--- src/rtl/si_tag_pkg.sv ---
// Shared types and helpers for the tag serializer slice.
package si_tag_pkg;

    localparam int unsigned TAG_TIME_W    = 64;
    localparam int unsigned TAG_CHANNEL_W = 5;

    typedef struct packed {
        logic [TAG_TIME_W-1:0]    tagtime;
        logic [TAG_CHANNEL_W-1:0] channel;
        logic                     rising_edge;
    } tag_t;

    // Index of the lowest set bit; 0 when the mask is empty.
    function automatic int unsigned lowest_set_index(input logic [31:0] mask);
        int unsigned idx;
        logic        found;
        idx   = 0;
        found = 1'b0;
        for (int unsigned i = 0; i < 32; i++) begin
            if (mask[i] && !found) begin
                idx   = i;
                found = 1'b1;
            end
        end
        return idx;
    endfunction

endpackage

--- src/rtl/si_lowest_bit_select.sv ---
// Lowest-set-bit picker: one-hot, binary index and "only one bit set" flag.
module si_lowest_bit_select
    import si_tag_pkg::*;
#(
    parameter int unsigned WIDTH = 4,
    parameter int unsigned IDX_W = (WIDTH > 1) ? $clog2(WIDTH) : 1
) (
    input  logic [WIDTH-1:0] mask,
    output logic [WIDTH-1:0] one_hot,
    output logic [IDX_W-1:0] index,
    output logic             last_bit
);

    assign one_hot  = mask & (~mask + WIDTH'(1));
    assign last_bit = (mask != '0) && ((mask & (mask - WIDTH'(1))) == '0);
    assign index    = IDX_W'(lowest_set_index(32'(mask)));

endmodule

--- src/rtl/si_tag_serializer.sv ---
// Multi-lane tag beat to single-tag stream serializer, ascending lane order.
// Optional sticky tagtime ordering check: define SI_TAG_SERIALIZER_ORDER_CHECK_EN.
module si_tag_serializer
    import si_tag_pkg::*;
#(
    parameter int unsigned NUMBER_OF_WORDS = 4,
    parameter int unsigned LANE_W          = (NUMBER_OF_WORDS > 1) ? $clog2(NUMBER_OF_WORDS) : 1
) (
    input  logic                                  clk,
    input  logic                                  rst,
    input  logic                                  s_axis_tvalid,
    output logic                                  s_axis_tready,
    input  logic [TAG_TIME_W*NUMBER_OF_WORDS-1:0] s_axis_tagtime,
    input  logic [TAG_CHANNEL_W*NUMBER_OF_WORDS-1:0] s_axis_channel,
    input  logic [NUMBER_OF_WORDS-1:0]            s_axis_rising_edge,
    input  logic [NUMBER_OF_WORDS-1:0]            s_axis_tkeep,
    output logic                                  m_axis_tvalid,
    input  logic                                  m_axis_tready,
    output logic [TAG_TIME_W-1:0]                 m_axis_tagtime,
    output logic [TAG_CHANNEL_W-1:0]              m_axis_channel,
    output logic                                  m_axis_rising_edge,
    output logic [LANE_W-1:0]                     m_axis_lane,
    output logic                                  m_axis_tlast,
    output logic                                  order_error
);

    tag_t [NUMBER_OF_WORDS-1:0] hold_q;
    tag_t [NUMBER_OF_WORDS-1:0] in_tags;
    logic [NUMBER_OF_WORDS-1:0] pending_q;
    logic [NUMBER_OF_WORDS-1:0] sel_oh;
    logic [LANE_W-1:0]          sel_idx;
    logic                       sel_last;
    logic                       busy;
    logic                       in_hs;
    logic                       out_hs;
    tag_t                       sel_tag;

    si_lowest_bit_select #(
        .WIDTH (NUMBER_OF_WORDS),
        .IDX_W (LANE_W)
    ) u_sel (
        .mask     (pending_q),
        .one_hot  (sel_oh),
        .index    (sel_idx),
        .last_bit (sel_last)
    );

    always_comb begin
        in_tags = '0;
        for (int unsigned i = 0; i < NUMBER_OF_WORDS; i++) begin
            in_tags[i].tagtime     = s_axis_tagtime[i*TAG_TIME_W +: TAG_TIME_W];
            in_tags[i].channel     = s_axis_channel[i*TAG_CHANNEL_W +: TAG_CHANNEL_W];
            in_tags[i].rising_edge = s_axis_rising_edge[i];
        end
    end

    assign busy          = |pending_q;
    assign m_axis_tvalid = busy;
    assign m_axis_tlast  = sel_last;
    // Slot frees in the same cycle its final tag is taken, so beats chain without bubbles.
    assign s_axis_tready = !busy || (m_axis_tready && sel_last);
    assign in_hs         = s_axis_tvalid && s_axis_tready;
    assign out_hs        = busy && m_axis_tready;

    assign sel_tag            = hold_q[sel_idx];
    assign m_axis_tagtime     = sel_tag.tagtime;
    assign m_axis_channel     = sel_tag.channel;
    assign m_axis_rising_edge = sel_tag.rising_edge;
    assign m_axis_lane        = sel_idx;

    // A load in the same cycle as the final output overrides the clear.
    always_ff @(posedge clk) begin
        if (rst) begin
            pending_q <= '0;
            hold_q    <= '0;
        end else if (in_hs) begin
            pending_q <= s_axis_tkeep;
            hold_q    <= in_tags;
        end else if (out_hs) begin
            pending_q <= pending_q & ~sel_oh;
        end
    end

`ifdef SI_TAG_SERIALIZER_ORDER_CHECK_EN
    logic [TAG_TIME_W-1:0] last_time_q;
    logic                  seen_q;
    logic                  order_error_q;

    always_ff @(posedge clk) begin
        if (rst) begin
            last_time_q   <= '0;
            seen_q        <= 1'b0;
            order_error_q <= 1'b0;
        end else if (out_hs) begin
            last_time_q <= sel_tag.tagtime;
            seen_q      <= 1'b1;
            if (seen_q && (sel_tag.tagtime < last_time_q)) begin
                order_error_q <= 1'b1;
            end
        end
    end

    assign order_error = order_error_q;
`else
    assign order_error = 1'b0;
`endif

endmodule

--- config.mk ---
export PLATFORM = sky130hd
export DESIGN_NAME = si_tag_serializer
export DESIGN_NICKNAME = d
export VERILOG_FILES = /design/src/rtl/si_tag_pkg.sv /design/src/rtl/si_lowest_bit_select.sv /design/src/rtl/si_tag_serializer.sv
export SDC_FILE = /design/constraint.sdc
export NUM_CORES = 1
export LEC_CHECK = 0
export ABC_AREA = 1
export BUFFER_PORTS_ARGS = -buffer_cell sky130_fd_sc_hd__buf_4
export CORE_MARGIN = 2
export CORE_UTILIZATION = 54
export CTS_CLUSTER_DIAMETER = 30
export CTS_CLUSTER_SIZE = 25
export DETAILED_ROUTE_END_ITERATION = 16
export PLACE_DENSITY = 0.9
export SYNTH_ARGS = -nofsm -noshare
export SYNTH_HDL_FRONTEND = slang
export SYNTH_SLANG_ARGS = --single-unit
--- constraint.sdc ---
create_clock -name clk -period 1.84 [get_ports clk]
set_input_delay 0.276 -clock clk [delete_from_list [all_inputs] [get_ports clk]]
set_output_delay 0.276 -clock clk [all_outputs]
set_load 0.02 [all_outputs]
==> flow_summary.yaml, run 1 <==
run_status:
  run_status: "did not finish"
  lastStage: "global routing (5_1_grt)"
  error: "[ERROR GRT-0232] Routing congestion too high. Check the congestion heatmap in the GUI."
yosys:
  ys_seq_area_frac: 0.385
  yosysTopAreaCell: "dfxtp_1"
  ys.flop_type: "dfxtp_1"
  ys_async_sr_fraction: 0
  synth_edf_count: 0
  synth_warnings: 0
  synth.top_cells.by_area: "dfxtp_1 39%, nor2_1 11%, a21oi_1 9.6%"
  ys_ff_latch: 284
  yosysMostFrequentCell: "nor2_1"
  syn_avg_cell_area_um2: 6.48
  netlist_area_mm2: 0.0148
  syn_inst: 2277
  postSynthNetCount: 2565
  synth_common_cells: "423 x nor2_1, 290 x inv_1, 284 x a21oi_1, 284 x dfxtp_1, 284 x nand2_1"
  synth.top_cell.area_share: 0.385
  synth_cell_type_count: 24
placement:
  portBuffers: 362
  globalplace.congestion: 0.898
  dp_hpwl_um: 29900
cts:
  numCtsBuffers: 60
  cts.sinks: 284
  cts_buffer_depth: 3
  h-tree-depth: 2
  cts-root-buf: "clkbuf_16"
die:
  die_x_um: 169
  die_y_um: 169
  ios: 364
  start_util: 0.549
  rows: 60
global_routing:
  grt_overflow_total: 71
  grt_max_degree: 90
  grt.total_usage: 0.729
timing:
  endpoint_type: "top-level output"
  crit_endpoint: "m_axis_channel[4]"
==> per-layer routing <==
metal  track usage  GRT overflow
met1         0.716             0
met2         0.944            46
met3         0.547             1
met4         0.731            24
met5         0.118             0
==> kinds of logic after synthesis <==
family	synth area share
compound gates	0.176
simple gates	0.282
buf+inv	0.156
flops	0.385
other cells	0.000254
==> repair_timing <==
action                                  in CTS
cloned                                      11
pin swaps                                   26
endpoints found under the hold margin        1
buffers inserted                            18
hold buffers                                 2
endpoints found under the setup margin      74
resized for setup                          155
==> through the flow <==
step | util | setup slack (ns) | cells | TNS [ns] | area (um2)
CTS | 0.772 | -0.512 | 2996 | -40.69 | 20800
detailed placement | 0.662 | -0.0131 | 2853 | -0.0131 | 17800
global placement | 0.662 | 0.0478 | 2853 | 0 | 17800
floorplan | - | 0.0608 | 2277 | 0 | 14800
==> run 2, diff against run 1 <==
- CORE_UTILIZATION: 54 -> 40
- CTS_CLUSTER_DIAMETER: 30 -> default
- CTS_CLUSTER_SIZE: 25 -> default
- PLACE_DENSITY: 0.9 -> default
- PLACE_DENSITY_LB_ADDON: default -> 0.15
==> run 2 against run 1 <==
Synthesized cell count is the same. The flow now finishes, with violations (negative setup slack). Synthesized area is the same.
==> flow_summary.yaml, run 2 <==
run_status:
  run_status: "finished, violations left"
  violations: "negative setup slack"
layout:
  fin_nets: 2964
  final_layout_size_suffix_gt1_frac: 0.313
  final_core_util: 0.640
  fillers: 3126
  reg.largest.list: "hold_q (280), pending_q (4)"
  largest_reg_flops: 280
  regMostFlops: "hold_q"
  diodes: 0
  final_cell_area_mm2: 0.0233
  layout_common_cells: "364 x nor2_1, 341 x buf_4, 286 x inv_1"
  area_growth_pct: 58.0
  final_common_cell: "nor2_1"
yosys:
  ys_async_sr_fraction: 0
  synthAdderAreaFrac: 0
  ys_seq_area_frac: 0.385
  postSynthNetCount: 2565
  synth.top_cell.area_share: 0.385
  synth_warnings: 0
  synth.area.mux_share: 0
  ys_ff_latch: 284
  syn_inst: 2277
  synthSimpleGateAreaFrac: 0.282
  ys.flop_type: "dfxtp_1"
  synth_top_family_by_area: "simple AND/OR/NAND/NOR gates"
  synth_common_cells: "423 x nor2_1, 290 x inv_1, 284 x a21oi_1, 284 x dfxtp_1, 284 x nand2_1"
  yosysMostFrequentCell: "nor2_1"
  yosysTopAreaCell: "dfxtp_1"
  synth_cell_type_count: 24
  synth-compound-area-share: 0.176
  synth_edf_count: 0
  synth.top_cells.by_area: "dfxtp_1 39%, nor2_1 11%, a21oi_1 9.6%"
  synthXorXnorAreaFrac: 0
  syn_avg_cell_area_um2: 6.48
  netlist_area_mm2: 0.0148
worst_setup_path:
  cp_cell_sequence: "nor2_4 -> o21ai_4 -> buf_12 -> inv_12 -> buf_12 -> clkbuf_16 -> o21ai_2 -> o22ai_1 -> buf_4"
  crit_type: "flop to output pin"
  worstPathRequired_ns: 1.56
  cp_max_fo: 5
  crit_family: "buffers and inverters"
  startpoint_type: "flop"
  end_kind: "output pin"
  reg2reg_slack_ns: -0.27
  slowest_stage: "dfxtp_4"
  crit_top_cell: "buf_12"
  path_buf_inv: 5
  critPathMaxStageDelay_ns: 0.36
  crit_arrival_ns: 2.03
power:
  internal_power_mw: 31.8
  p_per_area_mw_per_mm2: 2350
  netSwitchingPower_mw: 23.0
  p_sw_frac: 0.419
  cellLeakagePower_nw: 11.5
  ir_drop_v: 0.00108
  power_mw: 54.7
  pwr-share-clk: 0.137
  seqPwrFrac: 0.164
  power_frac_comb: 0.699
cts:
  cts-root-buf: "clkbuf_16"
  cts.sinks: 284
  numCtsBuffers: 35
  h-tree-depth: 2
  path_clk_slew_ns: 0.06
  cts_tree: "done"
  clkLatencyLatePin_ns: 0.52
  cts_buffer_depth: 3
die:
  start_util: 0.405
  dieArea_mm2: 0.0385
  core_mm2: 0.0364
  die_y_um: 196
  die_x_um: 196
  rows: 70
  ios: 364
routing:
  viasPerCell: 5.24
  vias: 16605
  drt_first_pass_iters: 5
  drtIter0Drc: 1274
  post-route-drc-count: 0
  wl_per_cell_um: 18.2
  detail-route-antenna-nets: 0
  wl_um: 57600
placement:
  globalplace.congestion: 0.816
  place_area_mm2: 0.0179
  portBuffers: 362
  dp_hpwl_um: 29500
timing:
  setup_ws_ns: -0.464
  hold_ws_ns: 0.0254
  period_minus_slack_ns: 2.30
  drv_slew: 0
  skew_ns: 0.0186
  setup_viol: 359
  rsz0062_at_grt: "true"
  tns_ns: -78.08
  hold_viol: 0
  fmax_mhz: 434
  layout_worst_path_cycle_share: 1.25
global_routing:
  grt_overflow_total: 0
  grt.total_usage: 0.254
  grt_pass1_vias: 14824
  grt_max_degree: 98
  antenna_found_initial: 0
  grt_pass1_wl_um: 78500
job:
  cap_violations: 0
worst_hold_path:
  hp-class: "input pin to flop"
run 2: cell counts after synthesis:
No cell type changed its count.
run 2: layer usage:
metal  vias to the layer above  wire length [um]  track usage  share of wire
met1                      7673             24600        0.344           0.43
met4                         0              2090       0.0915          0.036
li1                       8117                 -            -              -
met2                       678             26600        0.402           0.46
met5                         -                 0            0              0
met3                       137              4230       0.0478          0.074
run 2: power by group through the flow:
stage / Combinational, mW / Clock (mW) / Sequential (mW)
global route: 40.2 / 7.83 / 9.16
floorplan: 14.3 / 0 / 8.54
detailed placement: 21.2 / 0 / 8.78
finish: 38.3 / 7.47 / 8.99
global placement: 21.1 / 0 / 8.74
CTS: 29.3 / 7.52 / 8.74
run 2: tightest hold or removal path, stage by stage:
cell and delay [ns]:
buf_4 0.11, nand3_2 0.06, a21oi_1 0.05
run 2: final cells by class:
class | instances | area [um2] | area share
Tap cell | 468 | 586 | 0.0251
Clock buffer | 48 | 1030 | 0.0440
Clock inverter | 12 | 213 | 0.00912
Multi-Input combinational cell | 1501 | 7870 | 0.337
Sequential cell | 284 | 5700 | 0.244
Inverter | 291 | 1130 | 0.0483
Timing Repair Buffer | 563 | 6810 | 0.292
run 2: final timing paths:
check,from,endpoint,cells past startpoint
worst max register to register,pending_q[0]$_SDFFE_PP0P_,hold_q[177]$_SDFFE_PP0P_,14
worst max-delay path,pending_q[0]$_SDFFE_PP0P_,m_axis_channel[3],9
worst min register to register,hold_q[178]$_SDFFE_PP0P_,hold_q[178]$_SDFFE_PP0P_,2
worst min-delay path,s_axis_tkeep[0],pending_q[0]$_SDFFE_PP0P_,3
run 2: what timing repair did:
action,CTS,global route
gates cloned,32,44
hold buffers,1,0
setup buffers,41,20
gates resized for setup,219,307
pin swaps,40,52
setup endpoints to repair,95,359
endpoints found under the hold margin,1,0
run 2: kinds of logic (layout without fill, tap and decap cells):
family,count (synthesis),count (layout)
AND/OR/NAND/NOR,1000,1000
AO/OA/AOI/OAI,500,500
flip-flops,284,284
buffers and inverters,492,914
other,1,1
run 2: per-stage QoR:
step / setup slack, ns / cells
6_report: -0.464 / 3167
5_1_grt: -0.527 / 3167
4_1_cts: -0.494 / 3107
3_5_place_dp: -0.0888 / 2973
3_3_place_gp: -0.0585 / 2973
2_1_floorplan: 0.0608 / 2277
Note: power is estimated with default switching activity, not from simulation.
==> run 3, diff against run 2 <==
- CORE_UTILIZATION: 40 -> 52
==> run 3 against run 2 <==
The flow still finishes with violations (negative setup slack). Core utilization grew 16 points. Power shrank 6.2%. Critical path depth is the same. First-iteration DRC count grew 46%. Global-route usage grew 6.1 points. Register-to-register slack lost 0.06 ns. Clock power shrank 11%. Flip-flop and latch count is the same. Critical endpoint is now m_axis_tagtime[57].
==> flow_summary.yaml, run 3 (synthesis gave the netlist of run 2 again) <==
layout:
  final_common_cell: "nor2_1"
  final_layout_size_suffix_gt1_frac: 0.293
  final_core_util: 0.800
  area_growth_pct: 50.9
  fin_nets: 2931
  final_cells: 3048
  reg.largest.list: "hold_q (280), pending_q (4)"
  final_cell_area_mm2: 0.0223
  layout_common_cells: "386 x nor2_1, 342 x buf_4, 286 x inv_1"
  largest_reg_flops: 280
  regMostFlops: "hold_q"
global_routing:
  grt_pass1_vias: 14869
  grt_overflow_total: 0
  grt_pass1_wl_um: 75100
  grt.total_usage: 0.314
  grt_max_degree: 98
  antenna_found_initial: 6
worst_hold_path:
  hp-class: "input pin to flop"
  hold_path_depth: 3
timing:
  drv_slew: 0
  hold_viol: 0
  layout_worst_path_cycle_share: 1.33
  skew_ns: 0.0130
  tns_ns: -97.81
  setup_ws_ns: -0.601
  setup_viol: 345
  period_minus_slack_ns: 2.44
  fmax_mhz: 410
  rsz0062_at_grt: "true"
  hold_ws_ns: 0.0269
placement:
  dp.cells: 2883
  dp_hpwl_um: 28300
  globalplace.congestion: 0.879
  portBuffers: 362
  place_area_mm2: 0.0178
  preCtsSetupSlack_ns: -0.103
worst_setup_path:
  end_kind: "output pin"
  startpoint_type: "flop"
  crit_type: "flop to output pin"
  cp_max_fo: 7
  worstPathRequired_ns: 1.56
  crit_arrival_ns: 2.17
  r2r_cells: 15
die:
  start_util: 0.530
  rows: 61
  die_x_um: 172
  core_mm2: 0.0279
  ios: 364
  die_y_um: 172
  dieArea_mm2: 0.0298
cts:
  cts-root-buf: "clkbuf_16"
  path_clk_slew_ns: 0.06
  cts_tree: "done"
  cts.sinks: 284
  clkLatencyLatePin_ns: 0.56
  cts_buffer_depth: 3
  numCtsBuffers: 31
  h-tree-depth: 1
routing:
  vias: 17292
  drtIter0Drc: 1859
  detail-route-antenna-nets: 0
  wl_um: 56300
  drt_first_pass_iters: 7
  post-route-drc-count: 0
  wl_per_cell_um: 18.5
  viasPerCell: 5.67
job:
  cap_violations: 0
power:
  cellLeakagePower_nw: 11.1
  ir_drop_v: 0.00137
  power_mw: 51.3
  p_per_area_mw_per_mm2: 2300
run_status:
  run_status: "finished, violations left"
  violations: "negative setup slack"
run 3: per-layer routing:
layer	share of wire	vias to the layer above	track usage
met4	0.059	4	0.136
met3	0.10	261	0.0492
met1	0.38	7939	0.415
met2	0.46	1057	0.511
met5	0.00051	-	0
li1	-	8031	-
run 3: layout make-up:
cell class,count,area [um2]
multi-input combinational,1501,7710
inverter,291,1120
clock buffer,44,895
clock inverter,12,191
tap,378,473
antenna,4,10.0
fill,1875,5580
sequential,284,5700
timing repair buffer,534,6170
run 3: report_power, final:
group,switching [mW],leakage [nW],internal (mW)
logic,18.6,8.17,17.1
registers,1.13,2.36,7.84
clock network,2.61,0.534,4.06
run 3: final timing paths:
kind	startpoint	to	slack, ns
setup / recovery	pending_q[3]$_SDFFE_PP0P_	m_axis_tagtime[57]	-0.60
hold / removal	s_axis_tkeep[3]	pending_q[3]$_SDFFE_PP0P_	0.03
setup reg to reg	pending_q[0]$_SDFFE_PP0P_	hold_q[72]$_SDFFE_PP0P_	-0.33
hold reg to reg	hold_q[240]$_SDFFE_PP0P_	hold_q[240]$_SDFFE_PP0P_	0.47
run 3: worst max-delay path, stage by stage (launching register included):
cell and delay (ns):
dfxtp_2 0.32, buf_4 0.15, o21ai_4 0.19, buf_12 0.18, clkinv_8 0.09, buf_12 0.15, buf_16 0.15, o21ai_2 0.09
o22ai_2 0.13, buf_6 0.15
run 3: repair_timing:
action	CTS	global route
hold buffers	4	0
endpoints found under the hold margin	3	0
pin swaps	49	65
setup endpoints to repair	74	339
resized for setup	232	208
gates cloned	23	40
buffers inserted	21	19
